<file path="src/rtl/instr_fetch.sv">
// instr_fetch: single-outstanding instruction fetch FSM with redirect and halt
module instr_fetch #(
  parameter logic [15:0] RESET_PC = 16'h0000
) (
  input  logic        clk,
  input  logic        reset,
  output logic [15:0] mem_addr,
  output logic        mem_en,
  input  logic [15:0] mem_rdata,
  output logic [15:0] instr,
  output logic        instr_valid,
  input  logic        instr_ready,
  output logic [15:0] pc,
  input  logic        redirect,
  input  logic [15:0] redirect_pc,
  input  logic        halt
);
  typedef enum logic [1:0] {REQ, WAIT, VALID, HALTED} state_t;
  state_t      state;
  logic [15:0] fetch_pc;
  logic        hs;
  // Read strobe is suppressed whenever this cycle's address is about to change or fetch is stopping
  always_comb begin
    mem_addr = fetch_pc;
    mem_en   = (state == REQ) & ~halt & ~redirect;
    hs       = instr_valid & instr_ready;
  end
  // Fetch sequencing; redirect always wins the next fetch address
  always_ff @(posedge clk or negedge reset) begin
    if (!reset) begin
      state       <= REQ;
      fetch_pc    <= RESET_PC;
      instr       <= 16'h0000;
      pc          <= 16'h0000;
      instr_valid <= 1'b0;
    end else begin
      if (redirect) fetch_pc <= redirect_pc;
      case (state)
        REQ: state <= redirect ? REQ : halt ? HALTED : WAIT;
        WAIT: begin
          if (redirect) state <= REQ;
          else begin
            instr       <= mem_rdata;
            pc          <= fetch_pc;
            instr_valid <= 1'b1;
            state       <= VALID;
          end
        end
        VALID: begin
          if (hs || redirect) begin
            instr_valid <= 1'b0;
            state       <= (hs && halt) ? HALTED : REQ;
            if (hs && !redirect) fetch_pc <= pc + 16'd1;
          end
        end
        HALTED: if (!halt) state <= REQ;
        default: state <= REQ;
      endcase
    end
  end
endmodule

</file>
<file path="config.mk">
export PLATFORM = sky130hd
export DESIGN_NAME = instr_fetch
export DESIGN_NICKNAME = d
export VERILOG_FILES = /design/src/rtl/instr_fetch.sv
export SDC_FILE = /design/constraint.sdc
export NUM_CORES = 1
export LEC_CHECK = 0
export BUFFER_PORTS_ARGS = -buffer_cell sky130_fd_sc_hd__buf_2
export CAP_MARGIN = 20
export CORE_MARGIN = 1.5
export CORE_UTILIZATION = 45
export CTS_BUF_LIST = sky130_fd_sc_hd__clkbuf_4 sky130_fd_sc_hd__clkbuf_8
export CTS_CLUSTER_SIZE = 12
export DETAILED_ROUTE_END_ITERATION = 10
export PLACE_DENSITY = 0.75
export SETUP_SLACK_MARGIN = 0.3
export SLEW_MARGIN = 40
export SYNTH_ARGS = -nofsm -noshare
export SYNTH_HDL_FRONTEND = slang
export SYNTH_SLANG_ARGS = --single-unit
</file>
<file path="constraint.sdc">
create_clock -name clk -period 2.6 [get_ports clk]
set_input_delay 0.52 -clock clk [delete_from_list [all_inputs] [get_ports clk]]
set_output_delay 0.52 -clock clk [all_outputs]
set_load 0.03 [all_outputs]
</file>
=== Word-level counts from Yosys, hierarchy flattened ===
Index checks and enable logic that the tools add are counted.

* Add/sub/neg operators: 1
* Bitwise gates (word level): 5
* Reduce and logical (&&, ||, !) cells: 9
* Equal/unequal tests: 6
* Muxes and demuxes: 14

{| class="wikitable"
|+ Operators with widths
! cell !! count
|-
| $mux 16 || 4
|-
| $add 16x1->16 const B || 1
|-
| $mux 2 || 6
|-
| $pmux 2 s4 || 1
|-
| $ne 2x2->1 const B || 3
|-
| $eq 2x2->1 const B || 2
|-
| $reduce_and 2->1 || 2
|-
| $and 1x1->1 || 3
|-
| $reduce_and 3->1 || 1
|-
| $eq 2x1->1 const B || 1
|-
| $logic_and 1x1->1 || 2
|-
| $logic_not 2->1 || 1
|-
| $mux 1 || 2
|-
| $not 1->1 || 2
|-
| $pmux 1 s2 || 1
|-
| $reduce_bool 2->1 || 1
|-
| $logic_not 1->1 || 1
|-
| $logic_or 1x1->1 || 1
|}

* Logic and storage cells: 40
* Register bits: 51
* Input bits: 37

=== Logic depth before layout (Yosys ltp) ===
* Word-level depth: 5
* Mapped depth: 6

=== Worst setup path before layout ===
No wires, ideal clock.

* Path type: input to output
* From: input port redirect
* To: output port mem_en
* Setup slack: 0.069 ns
* Data arrival time: 2.011 ns
* Required time: 2.080 ns
* Stages: 4
* Cells stage by stage: clkbuf_2 > clkbuf_1 > buf_2 > nor4_1

* Word-level cells in the longest chain between the ends: 2

{| class="wikitable"
|+ RTL lines
! element !! RTL line !! RTL
|-
| from (decl) || 14 || <nowiki>input logic redirect,</nowiki>
|-
| $not 1->1 (no line) || -- ||
|-
| $and 1x1->1 || 25 || <nowiki>mem_en = (state == REQ) & ~halt & ~redirect;</nowiki>
|-
| to (decl) || 8 || <nowiki>output logic mem_en,</nowiki>
|}

No other way between the ends.

=== Worst setup path in the final report ===
* From: register state[1]
* To: output port mem_en

* Word-level cells in the longest chain between the ends: 3

{| class="wikitable"
|+ RTL lines
! element !! RTL line !! RTL
|-
| from (decl) || 19 || <nowiki>state_t state;</nowiki>
|-
| from (signal assigned) || 39 || <nowiki>REQ: state <= redirect ? REQ : halt ? HALTED : WAIT;</nowiki>
|-
| from (signal assigned) || 52 || <nowiki>state <= (hs && halt) ? HALTED : REQ;</nowiki>
|-
| $logic_not 2->1 || 25 ||
|-
| $and 1x1->1 (2 in a row) || 25 ||
|}

No other way between the ends.

==> flow_summary.toml <==
[status]
status = "completed"

[route]
wirelength_mm = 5.41
num_vias = 1896
drtIter0Drc = 41
ant_nets = 0
wl_per_cell_um = 14.8
drc_errors = 0
drtPass1Iterations = 4
viasPerCell = 5.19

[place]
dp_hpwl_mm = 3.94
gp_congestion = 0.820
port_buffers = 86
place_area_um2 = 2920

[worst_hold_path]
hold_class = "in -> async"

[timing]
max_freq_mhz = 538
max-slew-margin-rel_pct = 62.6
setup_violations = 0
worst_pin_slew_ns = 0.560
hold_viol = 0
fin_tns_setup_ns = 0
slew_viol_final = 0
finClkSkew_ns = 0.0103
post-route-min-period_ns = 1.86
rsz0062_at_grt = "false"
fin_crit_sh_pct = 71.5

[logic_synthesis]
ys_seq_area_share_pct = 52.1
synth-edff-count = 0
syn_inst = 210
avgSynthCellArea_um2 = 11.7
synthesis.area_um2 = 2450
ys_types = 39
syn_nets = 248
ys.flop_type = "dfrtp_1"
synthArstFlopShare_pct = 100
yosys_warnings = 0
synth.ff_latch_count = 51

[critical_path]
reg2reg_setup_slack_ns = 0.87
critPathCaptureType = "primary output"
slowest_stage = "dfrtp_1"
path_cells = "nor4_2, buf_2"
crit_path_start_kind = "flop"
max_stage_delay_ns = 0.51
crit_required_ns = 2.08
crit_fanout = 8
crit_arrival_ns = 1.34
critPathKind = "reg -> out"

[clock_tree]
cts_resized = 0
clk_pin_slew_worst_paths_ns = 0.10
post_cts_buffers = 0
cts-root-buf = "clkbuf_8"
htree_levels = 2
clock_latency_ns = 0.31
cts_sinks = 51
cts_hold_buffers = 0
cts_tree = "done"
clockBufferDepth = 2
cts_inserted_buffers = 5

[layout]
syn2layout_area_growth_pct = 24.2
regArea_um2 = 1280
fillerInstances = 442
diodes = 0
multiInputGateArea_um2 = 1080
finish.utilization_pct = 58.8
layout.nets = 332
finalInstanceArea_um2 = 3040
drive_gt1_share_pct = 46.8

[die]
initial_core_util_pct = 47.4
rows = 26
die_x_um = 76.8
fp.dieH_um = 76.8
coreArea_um2 = 5170
ios = 87
die-area_um2 = 5900

[global_route]
grt_overflow_total = 0
grt_pass1_vias = 1870
grt_antenna_before_repair = 0
met2_usage_pct = 30.8
use_met3_pct = 5.95
grt_first_pass_wirelength_mm = 9.09
grt.busiest_layer = "met2"
use_met1_pct = 25.6
grt_max_degree = 36
grt_use_total_pct = 19.5

[power_and_ir_drop]
ir_drop_mv = 0.542
p_leak_uw = 0.00145
p_per_area_nw_per_um2 = 1220

[flow_run]
max_cap_violations = 0
==> where the power goes <==
part | internal (uW) | switching (uW)
Clock | 312 | 262
Sequential | 1110 | 353
Combinational | 627 | 1030
Total | 2050 | 1650
==> registers in the layout, summed over array words and instances (netlist names) <==
signal	count
pc	16
instr	16
instr_valid	1
mem_addr	16
state	2
==> worst max-delay path, delay by kind of cell (launching register included) <==
family	cells	cell delay, ns
AND/OR/NAND/NOR	1	0.29
buffers and inverters	1	0.23
flip-flops	1	0.51
==> routing by layer <==
| layer | routed length [um] | part of all wire [%] | vias to the layer above |
|---|---|---|---|
| li1 | - | - | 924 |
| met2 | 2490 | 46 | 70 |
| met3 | 388 | 7.2 | 8 |
| met4 | 76 | 1.4 | 0 |
| met5 | 0 | 0 | - |
| met1 | 2460 | 45 | 894 |
==> per-stage QoR <==
stage | worst slack, ns | std cells | power, uW | hold WS [ns]
floorplan | 0.409 | 210 | 2660 | 0.224
global placement | 0.770 | 357 | 3110 | 0.479
finish | 0.741 | 365 | 3700 | 0.152
CTS | 0.727 | 365 | 3740 | 0.169
global route | 0.672 | 365 | 3930 | 0.171
detailed placement | 0.728 | 357 | 3150 | 0.490
==> placed cells by master (no fill, tap or decap), types with 4 or more instances in the layout <==
cell      count
a211oi_1      5
o21ai_0      12
buf_4         4
nand2_1      12
nor2b_1       5
and3_1        7
clkbuf_8      6
dfrtp_1      51
inv_1         5
nand3_1       8
a21oi_1      10
nor3_1        5
mux2_2       29
xnor2_1       8
buf_2        86
nor2_1       10
==> kinds of logic after synthesis <==
kind of cell | Yosys count | synth area share [%]
buffers and inverters | 18 | 4.03
and+or+nand+nor | 62 | 15.8
adders and majority gates | 1 | 0.511
xor gates and xnor gates | 11 | 3.93
DFF | 51 | 52.1
muxes | 31 | 14.1
AOI/OAI and AO/OA | 36 | 9.50
==> final timing paths <==
kind / from / end / cells past startpoint
setup / recovery: state[1] / mem_en / 2
hold / removal: reset / pc[12] / 1
setup reg to reg: state[0] / mem_addr[15] / 4
hold reg to reg: instr[6] / instr[6] / 1
max in group asynchronous: reset / instr[8] / 2
min in group clk: redirect_pc[2] / mem_addr[2] / 3
==> cells in the mapped netlist, types with 2 or more instances <==
master,count,share of area [%]
nand2_1,12,1.8
nor4_1,2,0.51
a221o_1,3,1.2
mux2i_1,2,0.82
a211oi_1,5,1.5
o21ai_0,12,2.5
nor2_1,10,1.5
mux2_2,29,13
buf_6,3,1.4
nand3_1,8,1.6
a21oi_1,10,2.0
nor2b_1,5,1.3
nor3_1,5,1.0
buf_2,6,1.2
xnor2_1,8,2.9
clkbuf_1,3,0.46
inv_1,5,0.77
dfrtp_1,51,52
xor2_1,3,1.1
and3_1,7,1.8
nand4_1,3,0.77
==> area by class of cell <==
class                           count  area share [%]
Multi-Input combinational cell    141            35.5
Sequential cell                    51            42.0
Clock inverter                      2            1.15
Tap cell                           70            2.88
Inverter                            5           0.617
Clock buffer                        6            2.71
Timing Repair Buffer               90            15.1
Power figures use the tool's default switching activity.
